$ cat config.mk
export PLATFORM = sky130hd
export DESIGN_NAME = scratchpad_backdoor_responder
export DESIGN_NICKNAME = d
export VERILOG_FILES = /design/src/rtl/cep_backdoor_pkg.sv /design/src/rtl/scratchpad_backdoor_responder.sv
export SDC_FILE = /design/constraint.sdc
export NUM_CORES = 1
export LEC_CHECK = 0
export BUFFER_PORTS_ARGS = -buffer_cell sky130_fd_sc_hd__buf_4
export CORE_AREA = 3 3 188 190
export DETAILED_ROUTE_END_ITERATION = 8
export DIE_AREA = 0 0 191 193
export PLACE_DENSITY = 0.48
export SLEW_MARGIN = 20
export SYNTH_ARGS = -nofsm -noshare
export SYNTH_HDL_FRONTEND = slang
export SYNTH_SLANG_ARGS = --single-unit
$ cat constraint.sdc
create_clock -name clk -period 5.2 [get_ports clk]
set_input_delay 0.78 -clock clk [delete_from_list [all_inputs] [get_ports clk]]
set_output_delay 0.78 -clock clk [all_outputs]
set_load 0.03 [all_outputs]
$ cat src/rtl/cep_backdoor_pkg.sv
// Shared types for the scratchpad backdoor responder.
// Backdoor request/response bundles and FSM state encoding.
package cep_backdoor_pkg;

    typedef enum logic [2:0] {
        IDLE,
        CHECK,
        ISSUE,
        RD_WAIT,
        RESP
    } bd_state_e;

    typedef struct packed {
        logic        write;
        logic [31:0] addr;
        logic [63:0] wdata;
        logic [7:0]  mask;
    } bd_req_t;

    typedef struct packed {
        logic [63:0] rdata;
        logic        err;
    } bd_rsp_t;

    localparam int BD_BYTE_OFFSET = 3;

endpackage

$ cat src/rtl/scratchpad_backdoor_responder.sv
// Backdoor valid/ready access path into the scratchpad SRAM, arbitrated
// against the primary port with bounded starvation for the backdoor.
module scratchpad_backdoor_responder
    import cep_backdoor_pkg::*;
#(
    parameter int MEM_DEPTH    = 65536,
    parameter int MEM_AW       = 16,
    parameter int STARVE_LIMIT = 8
) (
    input  logic              clk,
    input  logic              rst,

    input  logic              bd_req_valid,
    output logic              bd_req_ready,
    input  logic              bd_req_write,
    input  logic [31:0]       bd_req_addr,
    input  logic [63:0]       bd_req_wdata,
    input  logic [7:0]        bd_req_mask,
    output logic              bd_rsp_valid,
    input  logic              bd_rsp_ready,
    output logic [63:0]       bd_rsp_rdata,
    output logic              bd_rsp_err,

    input  logic              pri_valid,
    input  logic              pri_write,
    input  logic [MEM_AW-1:0] pri_addr,
    input  logic [63:0]       pri_wdata,
    input  logic [7:0]        pri_mask,
    output logic              pri_ready,
    output logic [63:0]       pri_rdata,

    output logic              mem_write,
    output logic [MEM_AW-1:0] mem_addr,
    output logic [63:0]       mem_wdata,
    output logic [7:0]        mem_mask,
    input  logic [63:0]       mem_rdata
);

    localparam int SW = $clog2(STARVE_LIMIT + 1);

    bd_state_e     state, state_nx;
    bd_req_t       req_q;
    bd_rsp_t       rsp_q, rsp_nx;
    logic [SW-1:0] starve_cnt, starve_nx;
    logic          bd_win;
    logic          addr_err;

    assign addr_err = (req_q.addr[BD_BYTE_OFFSET-1:0] != '0)
                   || ((req_q.addr >> BD_BYTE_OFFSET) >= 32'(MEM_DEPTH));

    assign bd_win = (state == ISSUE)
                 && (!pri_valid || starve_cnt == SW'(STARVE_LIMIT));

    always_comb begin
        state_nx  = state;
        rsp_nx    = rsp_q;
        starve_nx = starve_cnt;
        unique case (state)
            IDLE: begin
                if (bd_req_valid) state_nx = CHECK;
            end
            CHECK: begin
                if (addr_err) begin
                    rsp_nx.err   = 1'b1;
                    rsp_nx.rdata = '0;
                    state_nx     = RESP;
                end else begin
                    state_nx = ISSUE;
                end
            end
            ISSUE: begin
                if (bd_win) begin
                    starve_nx = '0;
                    state_nx  = req_q.write ? RESP : RD_WAIT;
                end else if (starve_cnt != SW'(STARVE_LIMIT)) begin
                    starve_nx = starve_cnt + 1'b1;
                end
            end
            RD_WAIT: begin
                rsp_nx.rdata = mem_rdata;
                state_nx     = RESP;
            end
            RESP: begin
                if (bd_rsp_ready) begin
                    rsp_nx   = '0;
                    state_nx = IDLE;
                end
            end
            default: state_nx = IDLE;
        endcase
    end

    always_ff @(posedge clk) begin
        if (rst) begin
            state      <= IDLE;
            rsp_q      <= '0;
            starve_cnt <= '0;
        end else begin
            state      <= state_nx;
            rsp_q      <= rsp_nx;
            starve_cnt <= starve_nx;
        end
    end

    always_ff @(posedge clk) begin
        if (bd_req_valid && bd_req_ready) begin
            req_q.write <= bd_req_write;
            req_q.addr  <= bd_req_addr;
            req_q.wdata <= bd_req_wdata;
            req_q.mask  <= bd_req_mask;
        end
    end

    assign bd_req_ready = !rst && (state == IDLE);
    assign bd_rsp_valid = !rst && (state == RESP);
    assign bd_rsp_rdata = rsp_q.rdata;
    assign bd_rsp_err   = rsp_q.err;

    assign pri_ready = !rst && !bd_win;
    assign pri_rdata = mem_rdata;

    // The write strobe is masked by rst so an in-flight ISSUE never lands.
    always_comb begin
        if (bd_win) begin
            mem_addr  = req_q.addr[MEM_AW+BD_BYTE_OFFSET-1:BD_BYTE_OFFSET];
            mem_wdata = req_q.wdata;
            mem_mask  = req_q.mask;
            mem_write = req_q.write && !rst;
        end else begin
            mem_addr  = pri_addr;
            mem_wdata = pri_wdata;
            mem_mask  = pri_mask;
            mem_write = pri_valid && pri_write && !rst;
        end
    end

endmodule

==> flow_metrics.tcl, run 1 <==
set metrics [dict create \
    port_buffers 483 \
    cts_sinks 177 \
    ctsResizeCount 0 \
    ys_types 38 \
    pin_count 484 \
    synth-main-ff-cell "edfxtp_1" \
    max_freq_mhz 285.9 \
    drtIter0Drc 271 \
    yosysWarningCount 0 \
    synth-async-reset-ratio_pct 0 \
    crit_type "reg2out" \
    path_delay_family "buffers and inverters" \
    routedWlPerCell_um 19.39 \
    yosys.area.top_type "edfxtp_1" \
    path_max_fanout 92 \
    cp-end-kind "output pin" \
    avgSynthCellArea_sq_um 13.09 \
    die_h_um 193 \
    worst-path-buf-inv 2 \
    grt_overflow 0 \
    vias 6500 \
    ir_worst_vdd_mv 0.2132 \
    crit_start "state[1]" \
    clk_path_buf_depth 2 \
    relSlewSlack_pct 38.78 \
    power.density_nw_per_um2 280.4 \
    clkSlewWorstSetupHoldPaths_ps 80 \
    cpPeakStageDelay_ps 500 \
    antennaDiodeCount 0 \
    fin_crit_sh_pct 67.27 \
    wirelength_um 28760 \
    skew_ps 16.11 \
    placeableCoreArea_sq_um 33620 \
    area_growth_pct 48.94 \
    finalSetupTns_ps 0 \
    nets 1287 \
    cp.required_ps 4420 \
    syn_nets 891 \
    crit_path_cell_trace "or3b_4 -> a21oi_4 -> buf_12 -> mux2_2 -> buf_4" \
    dp_hpwl_um 21530 \
    worstPathArrival_ps 2720 \
    htree_levels 4 \
    rows 67 \
    critPathSlowestCell "buf_12" \
    worst_pin_slew_ps 918.2 \
    min-delay-start "bd_rsp_err" \
    yosysSeqAreaShare_pct 56.09 \
    die-area_sq_um 36860 \
    layout-drive-gt1-share_pct 58.84 \
    worstSkewPairLatency_ps 440 \
    synth_edf_count 105 \
    gp_congestion 0.7242 \
    ys_ff_latch 177 \
    numCtsBuffers 17 \
    ant_nets 0 \
    antenna_found_initial 0 \
    setup_viol 0 \
    r2r_start "state[1]" \
    synthesis.area_sq_um 8192 \
    rsz0062_at_grt "no" \
    first_pass_iters 5 \
    drc_errors 0 \
    finalMaxSlewViolations 0 \
    grt_pass1_vias 6444 \
    postCtsSetupRepairBufs 0 \
    start_util_pct 24.37 \
    die_w_um 191 \
    min_path_type "reg2reg" \
    num-fill-cells 3383 \
    outcome "complete, no violations" \
    cap_violations 0 \
    grtUsageTotal_pct 14.67 \
    finalHoldViolCount 0 \
    worst_setup_path_start_kind "register" \
    hold_buffers 0 \
    leakagePower_nw 4.961 \
    routed_via_density 4.383 \
    synth_top_area_share_pct 38.49 \
    finish.utilization_pct 36.29 \
    synth.area.top_cells "edfxtp_1 38%, dfxtp_1 18%, mux2_4 13%" \
    grt_pass1_wl_um 40190 \
    syn_inst 626 \
    layout_min_cycle_time_ps 3498 \
    clk_root_buffer_cell "clkbuf_16" \
    cts_tree "done" \
    grt_max_degree 93 \
]
[worst paths after layout]
| kind | endpoint | slack, ps | depth (start not counted) |
|---|---|---|---|
| min | bd_rsp_err | 490 | 2 |
| min reg2reg | bd_rsp_err | 490 | 2 |
| max | mem_wdata[63] | 1700 | 5 |
| max reg2reg | bd_rsp_rdata[38] | 2670 | 5 |
[routing by layer]
metal | global-route usage [%] | up-vias | routed length [um]
met2 | 26.10 | 319 | 14650
li1 | - | 3088 | -
met1 | 16.63 | 3071 | 10960
met4 | 3.415 | 0 | 288
met5 | 0 | - | 0
met3 | 5.731 | 22 | 2857
[layout make-up]
cell class	count	area (sq um)	share of cell area, %
clock buffer	19	464.2	3.805
clock inverter	13	135.1	1.108
sequential	177	4594	37.66
timing repair buffer	489	3696	30.29
tap	448	560.5	4.594
inverter	3	11.26	0.09230
multi-input combinational	334	2739	22.45
[tightest hold or removal path, cell delays in order, from the launching register on]
cell	delay, ps
dfxtp_1	320
nand2b_1	70
a21oi_1	60
[cells by family (layout without fill, tap and decap cells)]
kind of cell	Yosys count	after routing	synth area share, %
flip-flops	177	177	56.09
AO/OA/AOI/OAI	142	142	11.99
buffers and inverters	115	524	10.57
AND/OR/NAND/NOR	99	99	5.407
multiplexers	89	89	15.43
adder cells (fa/ha/maj)	2	2	0.3054
XOR/XNOR	2	2	0.2139
[Yosys cell counts (4+ instances only)]
| cell | count |
|---|---|
| edfxtp_1 | 105 |
| buf_4 | 73 |
| dfxtp_1 | 72 |
| mux2_4 | 70 |
| nand2_1 | 70 |
| a21oi_1 | 69 |
| a311oi_1 | 64 |
| buf_2 | 15 |
| clkbuf_1 | 15 |
| mux2_2 | 12 |
| buf_12 | 8 |
| mux2_1 | 6 |
| nor4_1 | 6 |
| nor2_1 | 4 |
[per-stage QoR]
stage	total power [mW]	std cells	cell area (sq um)	worst slack (ps)	hold slack, ps
global route	3.556	1483	12200	1589	477.5
global placement	2.098	1451	11600	2199	464.4
detailed placement	2.103	1451	11600	2188	485.5
CTS	3.485	1483	12200	1710	477.3
finish	3.421	1483	12200	1702	488.3
floorplan	1.841	626	8192	425.6	462.0
[power by group]
part / total (mW) / switching (mW) / internal, mW
clock: 1.36 / 0.635 / 0.722
sequential: 1.54 / 0.0135 / 1.53
combinational: 0.521 / 0.269 / 0.252
total: 3.42 / 0.917 / 2.50
[sequential cells by signal, indices dropped and copies added (netlist names)]
register and count:
bd_rsp_rdata 64, state 3, bd_rsp_err 1, starve_cnt 4, req_q 105
[cells in the final DEF (no fill, tap or decap), types with 2 or more instances in the layout]
cell,instances
nand2b_1,2
inv_1,3
buf_4,487
dfxtp_1,72
nand2_1,69
a311oi_1,64
inv_6,6
mux2_1,6
nor3_1,3
clkbuf_16,18
mux2_2,12
inv_8,3
ha_1,2
edfxtp_1,105
nand4_1,3
nor2_1,4
a211oi_1,2
and2_4,2
nor4_1,6
nor2b_1,2
xor2_1,2
mux2_4,70
buf_12,2
a21oi_1,69
Note: power is estimated with default switching activity, not from simulation.
==> run 2, diff against run 1 <==
--- a/config.mk
+++ b/config.mk
@@ -6,10 +6,10 @@
 export NUM_CORES = 1
 export LEC_CHECK = 0
 export BUFFER_PORTS_ARGS = -buffer_cell sky130_fd_sc_hd__buf_4
-export CORE_AREA = 3 3 188 190
+export CORE_AREA = 3 3 186 188
 export DETAILED_ROUTE_END_ITERATION = 8
-export DIE_AREA = 0 0 191 193
-export PLACE_DENSITY = 0.48
+export DIE_AREA = 0 0 189 191
+export PLACE_DENSITY = 0.51
 export SLEW_MARGIN = 20
 export SYNTH_ARGS = -nofsm -noshare
 export SYNTH_HDL_FRONTEND = slang
==> constraint.sdc (replaced) <==
create_clock -name clk -period 2.95 [get_ports clk]
set_input_delay 0.4425 -clock clk [delete_from_list [all_inputs] [get_ports clk]]
set_output_delay 0.4425 -clock clk [all_outputs]
set_load 0.03 [all_outputs]
==> run 2 against run 1 <==
Effect of this change: worst setup slack got worse by 1600 ps; sequential power up 77%; critical path depth up 1; sequential share of layout area shrank 0.64 points; cell count is 1.1% higher; via count grew 0.23%.
==> flow_metrics.tcl, run 2 (same netlist as run 1, synthesis figures left out) <==
set metrics [dict create \
    outcome "complete, no violations" \
    max_freq_mhz 355.6 \
    cp.required_ps 2510 \
    crit_type "reg2out" \
    die_w_um 189 \
    cap_violations 0 \
    hold_depth 1 \
    pin_count 484 \
    grt_pass1_vias 6488 \
    drc_errors 0 \
    wirelength_um 28450 \
    drtIter0Drc 282 \
    grtUsageTotal_pct 14.68 \
    cp-end-kind "output pin" \
    instances_no_fill 1500 \
    first_pass_iters 4 \
    cpPeakStageDelay_ps 460 \
    largest-register "req_q" \
    routed_via_density 4.343 \
    worst_pin_slew_ps 760.2 \
    rows 67 \
    dp_hpwl_um 21640 \
    die_h_um 191 \
    area_growth_pct 51.57 \
    ff2ff_path_depth 3 \
    finalMaxSlewViolations 0 \
    vias 6515 \
    grt_pass1_wl_um 39780 \
    finalSetupTns_ps 0 \
    htree_levels 4 \
    gp_congestion 0.7748 \
    cts_tree "done" \
    skew_ps 14.33 \
    final_area_sq_um 12420 \
    path_max_fanout 22 \
    ant_nets 0 \
    power_mw 6.010 \
    grt_max_degree 65 \
    leakagePower_nw 5.065 \
    crit_top_cell "buf_12" \
    placeableCoreArea_sq_um 33280 \
    clk_root_buffer_cell "clkbuf_16" \
    die-area_sq_um 36100 \
    critPathSlowestCell "or3b_4" \
    port_buffers 483 \
    ir_worst_vdd_mv 0.3553 \
    worstPathArrival_ps 2370 \
    power.density_nw_per_um2 484.0 \
    relSlewSlack_pct 49.32 \
    final_common_cell "buf_4" \
    final.setup.worst_slack_ps 137.5 \
    rsz0062_at_grt "no" \
    numCtsBuffers 17 \
    post_dp_cell_area_sq_um 11750 \
    grt_overflow 0 \
    worstSkewPairLatency_ps 430 \
    start_util_pct 24.61 \
    fin_crit_sh_pct 95.34 \
    largest_register_ffs 105 \
    nets 1302 \
    layout_min_cycle_time_ps 2813 \
    crit_path_cell_trace "or3b_4 -> a21oi_4 -> buf_12 -> buf_12 -> mux2_1 -> buf_4" \
    finalHoldViolCount 0 \
    cts_sinks 177 \
    final_cell_mix "495 x buf_4, 105 x edfxtp_1, 71 x dfxtp_1, 70 x mux2_4" \
    worst_setup_path_start_kind "register" \
    clk_path_buf_depth 2 \
    dp_slack_ps 462.4 \
    setup_viol 0 \
    antenna_found_initial 3 \
    min_path_type "in2reg" \
    dp_cells 1462 \
    layout-drive-gt1-share_pct 59.43 \
    clkSlewWorstSetupHoldPaths_ps 70 \
    routedWlPerCell_um 18.97 \
]
-- run 2: what timing repair did --
action / CTS / global route
setup endpoints to repair: 4 / 79
pin swaps: 0 / 1
hold buffers: 0 / 0
gates cloned: 0 / 1
resized for setup: 1 / 0
buffers inserted: 0 / 3
-- run 2: worst max-delay path: cells and delay by family (launching register included) --
| kind | cells | cell delay [ps] |
|---|---|---|
| buffers and inverters | 3 | 520 |
| flip-flops | 1 | 380 |
| AND/OR/NAND/NOR | 1 | 460 |
| multiplexers | 1 | 350 |
| AO/OA/AOI/OAI | 1 | 220 |
-- run 2: per-stage QoR --
stage / hold WS, ps / utilization, %
floorplan: 462.0 / -
global placement: 473.7 / 35.29
detailed placement: 480.1 / 35.29
CTS: 151.9 / 37.11
global route: 149.2 / 37.31
finish: 188.6 / 37.31
-- run 2: final cells by class --
class,count,area [sq um]
Clock buffer,19,452.9
Timing Repair Buffer,504,3901
Antenna cell,2,5.005
Fill cell,3298,20870
Sequential cell,177,4596
Multi-Input combinational cell,334,2739
Tap cell,448,560.5
Inverter,3,11.26
Clock inverter,13,150.1
-- run 2: final timing paths --
check	from	to	slack (ps)
worst max-delay path	state[2]	mem_addr[9]	140
worst min-delay path	bd_req_addr[9]	req_q[81]	190
worst max register to register	state[2]	req_q[30]	940
worst min register to register	bd_rsp_err	bd_rsp_err	490
-- run 2: routing by layer --
metal,routed length [um],GRT usage [%]
met3,2399,5.025
met4,471,4.497
met1,11020,17.02
met2,14540,25.61
met5,13,0
-- run 2: power by group --
group / leakage [nW] / switching, mW / total (mW) / internal, mW
Sequential: 1.56 / 0.0246 / 2.72 / 2.70
Combinational: 3.21 / 0.473 / 0.928 / 0.455
Clock: 0.298 / 1.05 / 2.36 / 1.31
==> run 3, diff against run 2 <==
==> constraint.sdc (replaced) <==
create_clock -name clk -period 2.95 [get_ports clk]
set_input_delay 0.4425 -clock clk [delete_from_list [all_inputs] [get_ports clk]]
set_output_delay 0.4425 -clock clk [all_outputs]
set_load 0.02 [all_outputs]
==> run 3 against run 2 <==
Effect of this change: via count grew 1.4%; sequential power about the same; largest power group unchanged; critical endpoint is now mem_wdata[32]; first-iteration DRC count increased by 4.6%; fmax grew 0.28%; power up 0.49%; global-route usage is 0.059 points lower; hold slack lost 2.6 ps; flip-flop and latch count did not move; die area unchanged; critical path depth rose by 2; critical path type unchanged; highest routed layer is now met4.
==> flow_metrics.tcl, run 3 (same netlist as run 1, synthesis figures left out) <==
set metrics [dict create \
    worstPathArrival_ps 2360 \
    wirelength_um 28430 \
    clk_root_buffer_cell "clkbuf_16" \
    htree_levels 4 \
    endpoint "mem_wdata[32]" \
    ff2ff_path_depth 3 \
    swShare_pct 24.75 \
    crit_start "starve_cnt[0]" \
    pin_count 484 \
    leakagePower_nw 5.073 \
    cts_sinks 177 \
    finalHoldViolCount 0 \
    path_max_fanout 22 \
    seqPwrFrac_pct 45.1 \
    antenna_found_initial 1 \
    clkSlewWorstSetupHoldPaths_ps 80 \
    setup_viol 0 \
    worst_setup_path_start_kind "register" \
    ant_nets 0 \
    dp_hpwl_um 21750 \
    min_path_type "in2reg" \
    grt_pass1_vias 6409 \
    intPower_mw 4.545 \
    skew_ps 12.90 \
    clockPowerShare_pct 41.0 \
    largest-register "req_q" \
    layout-drive-gt1-share_pct 59.54 \
    finalSetupTns_ps 0 \
    routed_via_density 4.411 \
    r2r_start "state[2]" \
    area_growth_pct 51.87 \
    grtUsageTotal_pct 14.62 \
    outcome "complete, no violations" \
    grt_pass1_wl_um 39900 \
    die_h_um 191 \
    die-area_sq_um 36100 \
    r2r_slack_ps 880 \
    regToRegEndpoint "req_q[36]" \
    finalMaxSlewViolations 0 \
    drc_errors 0 \
    ir_worst_vdd_mv 0.3649 \
    port_buffers 483 \
    gp_congestion 0.7735 \
    relSlewSlack_pct 50.60 \
    vias 6603 \
    hold_buffers 0 \
    numCtsBuffers 17 \
    placeableCoreArea_sq_um 33280 \
    cp-end-kind "output pin" \
    largest_register_ffs 105 \
    worst_pin_slew_ps 741.0 \
    die_w_um 189 \
    rsz0062_at_grt "no" \
    dp_slack_ps 479.8 \
    first_pass_iters 5 \
    power.density_nw_per_um2 485.4 \
    cap_violations 0 \
    max_freq_mhz 356.5 \
    combPwrFrac_pct 13.9 \
    fin_crit_sh_pct 95.08 \
    layout_min_cycle_time_ps 2805 \
    nets 1300 \
    final_common_cell "buf_4" \
    clk_path_buf_depth 2 \
    start_util_pct 24.61 \
    grt_overflow 0 \
    cp.required_ps 2510 \
    routedWlPerCell_um 18.99 \
    cts_tree "done" \
    drtIter0Drc 295 \
    grt_max_degree 65 \
    min-delay-start "bd_req_wdata[56]" \
    final_cell_mix "493 x buf_4, 105 x edfxtp_1, 71 x mux2_4, 71 x dfxtp_1" \
    rows 67 \
    crit_type "reg2out" \
    worstSkewPairLatency_ps 430 \
    p_sw_mw 1.494 \
    final.setup.worst_slack_ps 145.3 \
]
-- run 3: area by class of cell --
type	count	area (sq um)
Clock inverter	14	195.2
Tap cell	448	560.5
Clock buffer	18	439.2
Multi-Input combinational cell	334	2743
Sequential cell	177	4596
Antenna cell	1	2.502
Timing Repair Buffer	502	3894
Inverter	3	11.26
Fill cell	3264	20840
-- run 3: worst min-delay path by stage --
stage	to	cells after the start
after detailed placement	bd_rsp_err	2
after global routing	req_q[64]	1
after CTS	req_q[77]	1
after floorplan	starve_cnt[1]	2
final	req_q[64]	1
after global placement	bd_rsp_err	2
-- run 3: per-layer routing --
layer  routed length (um)  vias to the layer above  global-route usage (%)
li1                     -                     3118                       -
met1                11070                     3134                   17.21
met2                14610                      334                   25.72
met3                 2347                       17                   4.731
met4                  403                        0                   3.838
met5                    0                        -                       0
-- run 3: critical path, stage by stage (launching register included) --
cell       delay [ps]
dfxtp_1           340
inv_1              80
ha_1              140
nand3b_1          220
a21oi_4           280
buf_12            160
clkbuf_16         230
mux2_4            320
buf_4             160
-- run 3: timing repair --
item / 4_1_cts / 5_1_grt
resized for setup: 1 / 2
setup buffers: 0 / 1
setup endpoints to repair: 2 / 58
gates cloned: 0 / 1
pin swaps: 0 / 1
-- run 3: power by group through the flow --
stage / combinational [mW] / clock [mW] / sequential (mW)
2_1_floorplan: 0.383 / 0 / 2.77
3_3_place_gp: 0.846 / 0 / 2.78
3_5_place_dp: 0.850 / 0 / 2.78
4_1_cts: 0.852 / 2.58 / 2.72
5_1_grt: 0.892 / 2.68 / 2.73
6_report: 0.839 / 2.48 / 2.72
-- run 3: per-stage QoR --
step / hold slack (ps) / util, % / std cells / area, sq um / power (mW)
2_1_floorplan: 462.0 / - / 626 / 8194 / 3.151
3_3_place_gp: 472.3 / 35.29 / 1462 / 11750 / 3.625
3_5_place_dp: 478.8 / 35.29 / 1462 / 11750 / 3.629
4_1_cts: 149.4 / 37.20 / 1494 / 12380 / 6.152
5_1_grt: 143.5 / 37.38 / 1497 / 12440 / 6.300
6_report: 186.0 / 37.38 / 1497 / 12440 / 6.039
